--- src/rtl/uart_pkg.sv ---
// Shared UART definitions: transmitter state encoding, parity helper and default
// bit timing for a 100 MHz clock at 9600 baud.
package uart_pkg;

  localparam int unsigned ClkPerBitDefault = 10416;
  localparam int unsigned MaxDataBits      = 9;

  typedef enum logic [2:0] {
    e_idle   = 3'd0,
    e_start  = 3'd1,
    e_data   = 3'd2,
    e_parity = 3'd3,
    e_stop   = 3'd4
  } uart_tx_state_e;

  // Narrower words must be zero-extended by the caller; the extra zeros do not
  // change the XOR.
  function automatic logic uart_parity(input logic [MaxDataBits-1:0] i_word,
                                       input logic                   i_odd);
    return (^i_word) ^ i_odd;
  endfunction

endpackage

--- src/rtl/uart_bit_timer.sv ---
// Bit-period timer: counts 0..clk_per_bit_p-1 while enabled and strobes o_last
// on the final cycle of each bit. Shared by the UART transmitter and receiver.
module uart_bit_timer #(
  parameter int unsigned clk_per_bit_p = 10416
) (
  input  logic i_clk,
  input  logic i_reset_n,
  input  logic i_clear,
  input  logic i_enable,
  output logic o_last
);

  localparam int unsigned        CountW    = $clog2(clk_per_bit_p + 1);
  localparam logic [CountW-1:0]  LastCount = CountW'(clk_per_bit_p - 1);

  logic [CountW-1:0] r_count;

  assign o_last = i_enable && (r_count == LastCount);

  always_ff @(posedge i_clk or negedge i_reset_n) begin
    if (!i_reset_n) begin
      r_count <= '0;
    end else if (i_clear) begin
      r_count <= '0;
    end else if (i_enable) begin
      r_count <= o_last ? '0 : r_count + 1'b1;
    end
  end

endmodule

--- src/rtl/uart_tx.sv ---
// UART transmitter: valid/ready word in, LSB-first framed serial out on tx_o.
// Optional macro UART_TX_CTS_EN adds an active-low clear-to-send input.
module uart_tx
  import uart_pkg::*;
#(
  parameter int unsigned clk_per_bit_p = ClkPerBitDefault,
  parameter int unsigned data_bits_p   = 8,
  parameter int unsigned parity_bits_p = 0,
  parameter int unsigned parity_odd_p  = 0,
  parameter int unsigned stop_bits_p   = 1
) (
  input  logic                   clk_i,
  input  logic                   reset_n_i,
  input  logic                   tx_v_i,
  input  logic [data_bits_p-1:0] tx_i,
  output logic                   tx_ready_o,
  output logic                   tx_o,
  output logic                   tx_done_o
`ifdef UART_TX_CTS_EN
  ,
  input  logic                   cts_n_i
`endif
);

  localparam int unsigned      IdxW        = $clog2(data_bits_p);
  localparam logic [IdxW-1:0]  LastDataIdx = IdxW'(data_bits_p - 1);
  localparam logic             LastStopIdx = (stop_bits_p == 2);
  localparam logic             ParityEn    = (parity_bits_p != 0);
  localparam logic             ParityOdd   = (parity_odd_p != 0);

  uart_tx_state_e         r_state;
  uart_tx_state_e         w_state_next;
  logic [data_bits_p-1:0] r_shift;
  logic [IdxW-1:0]        r_bit_idx;
  logic                   r_stop_idx;
  logic                   r_parity;
  logic                   r_tx;
  logic                   w_tx_next;
  logic                   w_cts_ok;
  logic                   w_idle;
  logic                   w_accept;
  logic                   w_bit_last;

`ifdef UART_TX_CTS_EN
  logic [1:0] r_cts_sync;

  // Resets to "not clear" so nothing is accepted until CTS is seen low twice.
  always_ff @(posedge clk_i or negedge reset_n_i) begin
    if (!reset_n_i) begin
      r_cts_sync <= 2'b11;
    end else begin
      r_cts_sync <= {r_cts_sync[0], cts_n_i};
    end
  end

  assign w_cts_ok = ~r_cts_sync[1];
`else
  assign w_cts_ok = 1'b1;
`endif

  assign w_idle     = (r_state == e_idle);
  assign tx_ready_o = w_idle & w_cts_ok;
  assign w_accept   = tx_v_i & tx_ready_o;
  assign tx_o       = r_tx;
  assign tx_done_o  = (r_state == e_stop) && w_bit_last && (r_stop_idx == LastStopIdx);

  uart_bit_timer #(
    .clk_per_bit_p(clk_per_bit_p)
  ) u_bit_timer (
    .i_clk     (clk_i),
    .i_reset_n (reset_n_i),
    .i_clear   (w_idle),
    .i_enable  (!w_idle),
    .o_last    (w_bit_last)
  );

  always_ff @(posedge clk_i or negedge reset_n_i) begin
    if (!reset_n_i) begin
      r_state <= e_idle;
    end else begin
      r_state <= w_state_next;
    end
  end

  // w_tx_next is the line level for the coming cycle, so tx_o is a pure flop output.
  always_comb begin
    w_state_next = r_state;
    w_tx_next    = r_tx;
    case (r_state)
      e_idle: begin
        w_tx_next = 1'b1;
        if (w_accept) begin
          w_state_next = e_start;
          w_tx_next    = 1'b0;
        end
      end
      e_start: begin
        if (w_bit_last) begin
          w_state_next = e_data;
          w_tx_next    = r_shift[0];
        end
      end
      e_data: begin
        if (w_bit_last) begin
          if (r_bit_idx != LastDataIdx) begin
            w_tx_next = r_shift[1];
          end else if (ParityEn) begin
            w_state_next = e_parity;
            w_tx_next    = r_parity;
          end else begin
            w_state_next = e_stop;
            w_tx_next    = 1'b1;
          end
        end
      end
      e_parity: begin
        if (w_bit_last) begin
          w_state_next = e_stop;
          w_tx_next    = 1'b1;
        end
      end
      e_stop: begin
        w_tx_next = 1'b1;
        if (w_bit_last && (r_stop_idx == LastStopIdx)) begin
          w_state_next = e_idle;
        end
      end
      default: begin
        w_state_next = e_idle;
        w_tx_next    = 1'b1;
      end
    endcase
  end

  always_ff @(posedge clk_i or negedge reset_n_i) begin
    if (!reset_n_i) begin
      r_tx       <= 1'b1;
      r_shift    <= '0;
      r_parity   <= 1'b0;
      r_bit_idx  <= '0;
      r_stop_idx <= 1'b0;
    end else begin
      r_tx <= w_tx_next;
      if (w_accept) begin
        r_shift    <= tx_i;
        r_parity   <= uart_parity(MaxDataBits'(tx_i), ParityOdd);
        r_bit_idx  <= '0;
        r_stop_idx <= 1'b0;
      end else if (w_bit_last) begin
        if (r_state == e_data) begin
          r_shift   <= r_shift >> 1;
          r_bit_idx <= r_bit_idx + 1'b1;
        end
        if (r_state == e_stop) begin
          r_stop_idx <= r_stop_idx + 1'b1;
        end
      end
    end
  end

endmodule

--- config.mk ---
export PLATFORM = sky130hd
export DESIGN_NAME = uart_tx
export DESIGN_NICKNAME = d
export VERILOG_FILES = /design/src/rtl/uart_pkg.sv /design/src/rtl/uart_bit_timer.sv /design/src/rtl/uart_tx.sv
export SDC_FILE = /design/constraint.sdc
export NUM_CORES = 1
export LEC_CHECK = 0
export CAP_MARGIN = 15
export CORE_UTILIZATION = 55
export CTS_CLUSTER_DIAMETER = 40
export CTS_CLUSTER_SIZE = 10
export DETAILED_ROUTE_END_ITERATION = 8
export MAX_ROUTING_LAYER = met4
export PLACE_DENSITY = 0.79
export RECOVER_POWER = 50
export SETUP_SLACK_MARGIN = 0.4
export SKIP_LAST_GASP = 1
export SLEW_MARGIN = 20
export SYNTH_ARGS = -nofsm -noshare
export SYNTH_HDL_FRONTEND = slang
export SYNTH_SLANG_ARGS = --single-unit
--- constraint.sdc ---
create_clock -name clk_i -period 2.15 [get_ports clk_i]
set_clock_uncertainty 0.05 [all_clocks]
set_input_delay 0.43 -clock clk_i [delete_from_list [all_inputs] [get_ports clk_i]]
set_output_delay 0.43 -clock clk_i [all_outputs]
set_load 0.03 [all_outputs]
=== Word-level counts from Yosys, hierarchy flattened ===
Cells that the tools add are included.

* Add/sub/neg operators: 3
* Multipliers: 0
* Divide/modulo/power cells: 0
* Order comparisons: 0
* Eq/ne operators: 12
* Shift operators: 0
* Mux-type cells: 24
* Bitwise gates (word level): 2
* Reduce and logical (&&, ||, !) cells: 13

{| class="wikitable"
|+ Operator list
! operator !! number
|-
| 2-to-1 mux 14 bit || 2
|-
| 2-to-1 mux 3 bit || 9
|-
| 2-to-1 mux 8 bit || 3
|-
| case mux 3 bit (5 select lines) || 1
|-
| adder 14 x 1 -> 14 bit (second input constant) || 1
|-
| == test 14 bit (second input constant) || 1
|-
| != test 2 x 1 -> 1 bit (second input constant) || 5
|-
| 2-to-1 mux 1 bit || 8
|-
| == test 3 x 2 -> 1 bit (second input constant) || 2
|-
| AND reduction 6 bit || 1
|-
| nonzero test 2 bit || 3
|-
| logical AND 1 bit || 4
|-
| case mux 1 bit (4 select lines) || 1
|-
| AND reduction 2 bit || 2
|-
| adder 3 x 1 -> 3 bit (second input constant) || 1
|-
| == test 3 x 1 -> 1 bit (second input constant) || 1
|-
| == test 3 bit (second input constant) || 1
|-
| logical NOT 3 bit || 1
|-
| != test 3 bit (second input constant) || 1
|-
| AND reduction 3 bit || 1
|-
| != test 2 bit (second input constant) || 1
|-
| adder 1 bit (second input constant) || 1
|-
| AND 1 bit || 1
|-
| logical NOT 1 bit || 1
|-
| inverter 1 bit || 1
|}

* Flip-flop bits (word level): 30
* Latch bits: 0
* RAM bits: 0
* Bits in read-only memories: 0
* Input bits: 11
* Output and inout bits: 3
* Memories kept: 0

=== Longest topological paths before layout ===
* Depth in word-level cells: 6
* Mapped depth: 6
* Gate-level depth less buffers: 6

=== By module ===
From an unflattened synthesis, not the netlist that was laid out.

* Cells, all modules: 173
* Area, all modules: 1,659.1 µm²

{| class="wikitable"
|+ By module, submodules not included
! module !! times used !! cells an instance !! area each (µm²)
|-
| uart_tx || 1 || 87 || 849.6
|-
| uart_bit_timer || 1 || 86 || 809.5
|}

=== Worst setup path before layout ===
Ideal clock, no wire load.

* Path kind: reg-to-output
* From: reg u_bit_timer.r_count[0]
* To: out tx_done_o
* Data arrival time: 1.856 ns
* Required time: 1.670 ns
* Path slack: -0.186 ns
* Cell stages (with the launch flop): 6
* Buffers on the path: 1
* Path through: dfrtp_1 ha_1 and4_2 nand4_2 buf_2 nor3_1

* Cells in the longest elaborated chain, start to end: 4

{| class="wikitable"
|+ RTL lines
! element !! line !! text
|-
| start, declared || uart_bit_timer.sv:16 || <nowiki>logic [CountW-1:0] r_count;</nowiki>
|-
| start signal, assigned || uart_bit_timer.sv:26 || <nowiki>r_count <= o_last ? '0 : r_count + 1'b1;</nowiki>
|-
| == test 14 bit || uart_bit_timer.sv:18 || <nowiki>assign o_last = i_enable && (r_count == LastCount);</nowiki>
|-
| logical AND 1 bit || uart_bit_timer.sv:18 ||
|-
| logical AND 1 bit (2 in a row) || uart_tx.sv:65 || <nowiki>assign tx_done_o = (r_state == e_stop) && w_bit_last && (r_stop_idx == LastStopIdx);</nowiki>
|-
| end, declared || uart_tx.sv:18 || <nowiki>output logic tx_done_o</nowiki>
|}

Every way passes these cells.

=== Worst setup path after layout ===
* From: reg u_bit_timer.r_count[4]
* To: reg r_state[1]

* Cells in the longest elaborated chain, start to end: 5
* Elaborated cells between the ends (all ways): 8
* Classes of those cells: eq/ne: 5; reduce/logical: 3

{| class="wikitable"
|+ RTL lines
! element !! line !! text
|-
| == test 14 bit (*) || uart_bit_timer.sv:18 ||
|-
| logical AND 1 bit (*) || uart_bit_timer.sv:18 ||
|-
| logical AND 1 bit || uart_tx.sv:124 || <nowiki>if (w_bit_last && (r_stop_idx == LastStopIdx)) begin</nowiki>
|-
| != test 2 x 1 -> 1 bit (no line) || -- ||
|-
| AND reduction 6 bit (no line) (*) || -- ||
|-
| end signal, assigned || uart_tx.sv:79 || <nowiki>r_state <= e_idle;</nowiki>
|-
| end signal, assigned || uart_tx.sv:81 || <nowiki>r_state <= w_state_next;</nowiki>
|-
| end, declared || uart_tx.sv:31 || <nowiki>uart_tx_state_e r_state;</nowiki>
|}

Mark *: on every way between the ends. The rest lies on a longest branch, timed or not.
A chain may end at the register's enable or synchronous reset.

==> results <==
- The routed wirelength normalized by instance count is 15.4 um.
- For this run, the share of the core covered by cells in the final layout is 0.773.
- The count of inserted antenna diode cells is 0.
- The count of nets left with antenna violations after detail routing is 0.
- The maximum vdd ir drop is 0.776 mV.
- Clock tree synthesis found a total of 30 sinks.
- The cell at the root of the clock tree is sky130_fd_sc_hd__clkbuf_4.
- The critical path data arrival time is 2.24 ns.
- By area the synthesized netlist is led by sky130_fd_sc_hd__dfrtp_1, sky130_fd_sc_hd__nor2_1, sky130_fd_sc_hd__o221a_2, sky130_fd_sc_hd__xnor2_1, sky130_fd_sc_hd__or2_2.
- The maximum number of pins on one net before global-route repair is 31.
- Synthesis produced a netlist with a net count of 165.
- The total count of hold-check failures in the final report is 0.
- The number of register bits inferred by synthesis is 30.
- Setup violations remaining at the end of the flow were counted as 0.
- After synthesis the cells add up to 1520 sq um.
- The flow ran to the end, and the final reports show no timing, DRC or antenna violations.
- The worst path needs 2.02 ns of the cycle, external delays included.
- The region available for standard cell placement spans 2540 sq um.
- For the final routed database, the setup TNS stands at 0 ns.
- The number of distinct library cells after synthesis is 37.
- The first global-routing pass estimated 5.28 mm of wire.
- The DRC violation count after routing is 0.
- The H-tree was split into 2 levels.
- After clock tree synthesis, the clock-pin slew on the worst setup and hold paths is 0.10 ns.
- In the finished design, the share of the clock period the worst path needs comes to 0.941.
- After synthesis, the share of flip-flops with an asynchronous set or reset is 1.00.
- The final estimated routing congestion in global placement is 0.795.
- Yosys mapped a number of flops with a built-in enable equal to 0.
- The count of mapped cells out of synthesis is 151.
- Buffers placed on the I/O ports in this run total 13.
- The number of placement rows is 18.
- The proportion of netlist area held by the largest area contributor is 0.478.
- The most common cell after layout, fill and taps aside is sky130_fd_sc_hd__dfrtp_1.
- Setup slack on the worst reg-to-reg path comes out at 0.13 ns.
- For this run, the number of standard cells in the final layout without fillers is 219.
- Using the TritonRoute via totals, the vias-per-cell ratio works out to 5.73.
- The sequential-to-total area share from yosys stat is 0.495.
- The die outline height is 54.5 um.
- The number of global-route vias before repair is 1,223.
- The pre-CTS setup slack is 0.121 ns.
- The buffer levels on the longest clock path is 2.
- The die footprint is 2970 sq um.
- The smallest setup slack after layout is 0.126 ns.
- The final layout contains routed wiring with a total length of 3.38 mm.
- The sum of net half-perimeters after detailed placement is 2.11 mm.
- The worst hold path belongs to the class reg -> reg.
- For this design the top-level I/O count stands at 14.
- For the pin with the worst max-slew slack, the measured transition is 0.735 ns.
- The count of final max-slew check failures is 0.
- The cell count after placement is 194.
- For this run, the number of Yosys warnings is 0.
- The post-route total power is 0.00140 W.
- The layout overhead on the synthesized area is 29.6%.
- The fmax is 0.494 GHz.
- In the global route stage, overall resource usage came out at 0.269.
- The die span in x is 54.5 um.
- The worst setup path is launched from a register.
- Setup repair after global routing could not meet its margin everywhere.
- The initial utilization of the core area, before any placement, comes to 0.596.
- For the worst setup path, the data required time is 2.37 ns.
- The library cells used most frequently in the layout, excluding fill and tap cells, are sky130_fd_sc_hd__dfrtp_1, sky130_fd_sc_hd__buf_4, sky130_fd_sc_hd__nor2_1.
- Of all nets on the critical path, the largest fanout is 6.
- The number of antenna violations at the first check in global routing is 0.
- The worst pin sits at a relative slew slack of 0.510.
- In the synthesized netlist the dominant register cell turns out to be sky130_fd_sc_hd__dfrtp_1.
- TritonCTS created 5 clock buffers.
- The length of the first detailed-routing pass in iterations is 4.
- The fraction of layout instances using a drive strength above 1 is 0.344.
- In this run the mean area of a mapped cell was 10.1 sq um.
- After global routing the overflow that remains totals 0.
- The worst-skew pair later-pin latency is 0.34 ns.
- The max-cap violation count is 0.
- The sort of element at the end of the critical path is a register.
- For this design the ratio of total power to cell area is 709 nW/um^2.
- For this design the static power due to leakage is 0.841 nW.
- The detailed router placed 1,255 vias in this run.
- The most area-hungry cell type in the Yosys netlist is sky130_fd_sc_hd__dfrtp_1.
- The critical path class is reg -> reg.
- The clock tree from TritonCTS is done.
- The final layout contains 203 nets.
- The first routing iteration left 14 violations.
critical path: stages (launching register included):
cell	delay, ns
sky130_fd_sc_hd__dfrtp_2	0.43
sky130_fd_sc_hd__and4bb_1	0.32
sky130_fd_sc_hd__nand4_4	0.13
sky130_fd_sc_hd__buf_4	0.16
sky130_fd_sc_hd__buf_6	0.12
sky130_fd_sc_hd__buf_4	0.15
sky130_fd_sc_hd__or3b_2	0.45
sky130_fd_sc_hd__a21oi_2	0.14
repair_timing:
action,CTS,global route
setup buffers,8,10
gates resized for setup,16,13
endpoints found under the setup margin,29,29
hold buffers,0,0
pin swaps,3,6
metrics by stage:
| step | hold WS (ns) | area, sq um |
|---|---|---|
| after floorplan | 0.0844 | 1560 |
| after global placement | 0.428 | 1730 |
| after detailed placement | 0.444 | 1730 |
| after CTS | 0.423 | 1860 |
| after global routing | 0.469 | 1970 |
| final | 0.455 | 1970 |
worst paths after layout:
kind                                             startpoint  cells after the start                                to
max                        u_bit_timer.r_count[4]$_DFF_PN0_                      7            r_state[1]$_DFFE_PN0P_
min                                r_bit_idx[0]$_DFFE_PN0P_                      1          r_bit_idx[0]$_DFFE_PN0P_
max reg2reg                u_bit_timer.r_count[4]$_DFF_PN0_                      7            r_state[1]$_DFFE_PN0P_
min reg2reg                        r_bit_idx[0]$_DFFE_PN0P_                      1          r_bit_idx[0]$_DFFE_PN0P_
max in group asynchronous                         reset_n_i                      2  u_bit_timer.r_count[4]$_DFF_PN0_
min in group asynchronous                         reset_n_i                      2  u_bit_timer.r_count[8]$_DFF_PN0_
sequential cells by signal (all words and copies together) (netlist names):
name and flops:
tx_o 1, r_shift 8, r_state 3, r_stop_idx 1, u_bit_timer.r_count 14, r_bit_idx 3
cell usage after synthesis, types with 5 or more instances:
library cell and n:
sky130_fd_sc_hd__inv_1 5, sky130_fd_sc_hd__nor2_1 21, sky130_fd_sc_hd__dfrtp_1 29, sky130_fd_sc_hd__nor3_1 5, sky130_fd_sc_hd__nand3_1 8, sky130_fd_sc_hd__o221a_2 7
sky130_fd_sc_hd__or2_2 7, sky130_fd_sc_hd__xor2_1 5, sky130_fd_sc_hd__o21ai_0 7, sky130_fd_sc_hd__xnor2_1 7, sky130_fd_sc_hd__nand2_1 7
power breakdown:
| part | total [W] | leakage, nW | switching (W) | internal, W |
|---|---|---|---|---|
| clock | 0.000317 | 0.0308 | 0.000200 | 0.000117 |
| combinational | 0.000343 | 0.433 | 0.000162 | 0.000181 |
| sequential | 0.000735 | 0.377 | 0.0000760 | 0.000659 |
metal layers:
layer / up-vias / track usage / wire (um)
met3: 6 / 0.0861 / 99
met1: 623 / 0.286 / 1410
li1: 610 / - / -
met4: 0 / 0.115 / 55
met5: - / - / 0
met2: 16 / 0.455 / 1820
cell type report:
class	instances	area (sq um)
Multi-Input combinational cell	109	786
Clock inverter	2	10.0
Timing Repair Buffer	38	324
Inverter	5	18.8
Sequential cell	30	753
Clock buffer	5	37.5
Tap cell	30	37.5
Fill cell	167	578
cells by family after synthesis:
logic type      count (synthesis)  synth area share
compound gates                 24             0.117
fa+ha+maj                       3            0.0247
buf+inv                        12            0.0379
simple gates                   68             0.242
flops                          30             0.495
mux                             2            0.0132
xor+xnor                       12            0.0692
Note: power is estimated with default switching activity, not from simulation.
==> RTL edit: new RTL, same settings <==
Put one more register stage on the output `tx_o`. The value now appears one clock later. The other outputs are not delayed to match. Comments in the files are not updated.
--- a/src/rtl/uart_tx.sv
+++ b/src/rtl/uart_tx.sv
@@ -61,7 +61,9 @@
   assign w_idle     = (r_state == e_idle);
   assign tx_ready_o = w_idle & w_cts_ok;
   assign w_accept   = tx_v_i & tx_ready_o;
-  assign tx_o       = r_tx;
+  always_ff @(posedge clk_i) begin
+    tx_o <= r_tx;
+  end
   assign tx_done_o  = (r_state == e_stop) && w_bit_last && (r_stop_idx == LastStopIdx);
 
   uart_bit_timer #(
Formal check against the unedited RTL: not equivalent (a bounded check fails within 4 cycles, from zero or initial values and one cycle with reset_n_i low).
==> RTL edit against the unedited design <==
The run now ends with setup timing left. Design area fell by 3.2%. Area after synthesis is 6.3% higher. Setup slack got worse by 160 ps. Routed wire length up 0.89%. Sequential cell count is 1 higher. Hold slack got worse by 94 ps.
Power is not compared: it rests on default switching activity, and its combinational part moved more than twofold at a synthesized area within 25%.
==> RTL edit: results (changes against the unedited design) <==
* Status: finished with violations (was complete, no violations)
* Failing checks: setup timing
* Cells after synthesis at 166 (was 151)
* Routability cong. at 0.872 (was 0.795)
* Final Setup Violations at 1 (was 0)
* Peak VDD IR at 526 uV
* Root buffer cell: clkbuf_4 (unchanged)
* Leakage power at 0.000778 uW
* Ratio of cells with drive above 1 in the final layout at 0.215 (was 0.344)
* Port buffer count at 13 (unchanged)
* GRT Total Usage at 0.247 (was 0.269)
* Worst-Margin Slew at 735 ps (about the same)
* Number of H-tree levels at 2 (unchanged)
* Largest net degree at the start of global routing at 31 (unchanged)
* Worst reg-to-reg path cell count at 7 (unchanged)
* Clock buffer depth at 2 (unchanged)
* Biggest regs: u_bit_timer.r_count x14, r_shift x8 (unchanged)
* Post-synthesis async set-or-reset flop share at 0.968 (was 1.00)
* M1 GR Usage at 0.306 (was 0.286)
* Setup TNS at -31.0 ps (was 0 ps)
* DRT Wirelength at 3.41 mm (was 3.38 mm)
* Met3 usage at 0.0581 (was 0.0861)
* Initial antenna violation count at 0 (unchanged)
* Crit path max-delay family: simple AND/OR/NAND/NOR gates (unchanged)
* Net count after synthesis at 180 (was 165)
* Diodes inserted at 0 (unchanged)
* Synth top cells by count: 29 x dfrtp_1, 23 x nor2_1, 17 x nand3_1 (was 29 x dfrtp_1, 21 x nor2_1, 8 x nand3_1)
* Hold Path Class: reg -> reg (unchanged)
* First-pass GRT wire length at 5.80 mm (was 5.28 mm)
* Inst Count DP at 208 (was 194)
* Fin nets at 204 (was 203)
* Hold Path Cell Cnt at 0 (was 1)
* Place WS at 198 ps (was 121 ps)
* Crit-path slowest cell: dfrtp_2 (was or3b_2)
* Initial DRC Count at 55 (was 14)
* Setup ws final at -31.0 ps (was 126 ps)
* Yosys cell types at 39 (was 37)
* Area contributors post-synth: dfrtp_1 45%, nor2_1 5.3%, nand3_1 5.3%, o21ai_0 4.7%, xnor2_1 3.8% (was dfrtp_1 48%, nor2_1 5.2%, o221a_2 5.2%, xnor2_1 4.0%, or2_2 2.9%)
* Via density at 6.07 (was 5.73)
* Register area share after synthesis at 0.478 (was 0.495)
* GR Util met2 at 0.372 (was 0.455)
* Cts bufs inserted at 5 (unchanged)
* CP max FO at 2 (was 6)
* Clk_lat worst skew at 320 ps (was 340 ps)
* Via count at 1347 (was 1255)
* Synth Warn # at 0 (unchanged)
* Drt first pass iters at 4 (unchanged)
* Post-DP HPWL at 2.34 mm (was 2.11 mm)
* Critical Path AT at 1700 ps (was 2240 ps)
## RTL edit: path summary, 6_finish.rpt
path                                             start                endpoint  slack [ps]
worst max-delay path            u_bit_timer.r_count[9]               tx_done_o         -30
worst min-delay path                              r_tx                    tx_o         360
min in group asynchronous                    reset_n_i  u_bit_timer.r_count[2]         640
max in group asynchronous                    reset_n_i  u_bit_timer.r_count[7]         900
worst min register to register                    r_tx                    tx_o         360
worst max register to register  u_bit_timer.r_count[0]              r_state[2]         430
## RTL edit: cell families after synthesis
kind of cell | after synthesis | synth area share
simple gates | 77 | 0.266
flops | 31 | 0.478
compound gates | 29 | 0.110
buf+inv | 13 | 0.0512
xor+xnor | 12 | 0.0651
fa+ha+maj | 3 | 0.0233
mux | 1 | 0.00620
## RTL edit: cell type report
class / instances / area (um^2)
multi-input combinational: 122 / 776
tap: 31 / 38.8
inverter: 4 / 15.0
fill: 217 / 855
sequential: 31 / 778
timing repair buffer: 26 / 226
clock buffer: 8 / 68.8
## RTL edit: through the flow
step	instance area, um^2	utilization
detailed placement	1770	0.643
finish	1900	0.690
floorplan	1630	-
CTS	1900	0.688
global placement	1770	0.643
global route	1900	0.690
## RTL edit: per-layer routing
layer,up-vias,share of wire
met5,-,0
li1,640,-
met3,12,0.045
met1,655,0.43
met2,40,0.50
met4,0,0.029
## RTL edit: repair_timing
action / 4_1_cts / 5_1_grt
setup buffers: 6 / 0
pin swaps: 3 / 1
setup endpoints to repair: 17 / 15
gates resized for setup: 13 / 9
hold endpoints to repair: 0 / 0
## RTL edit: power breakdown
part | total (uW) | internal [uW] | switching (uW)
registers | 582 | 582 | 0
clock network | 380 | 192 | 188
logic | 30.5 | 16.1 | 14.4
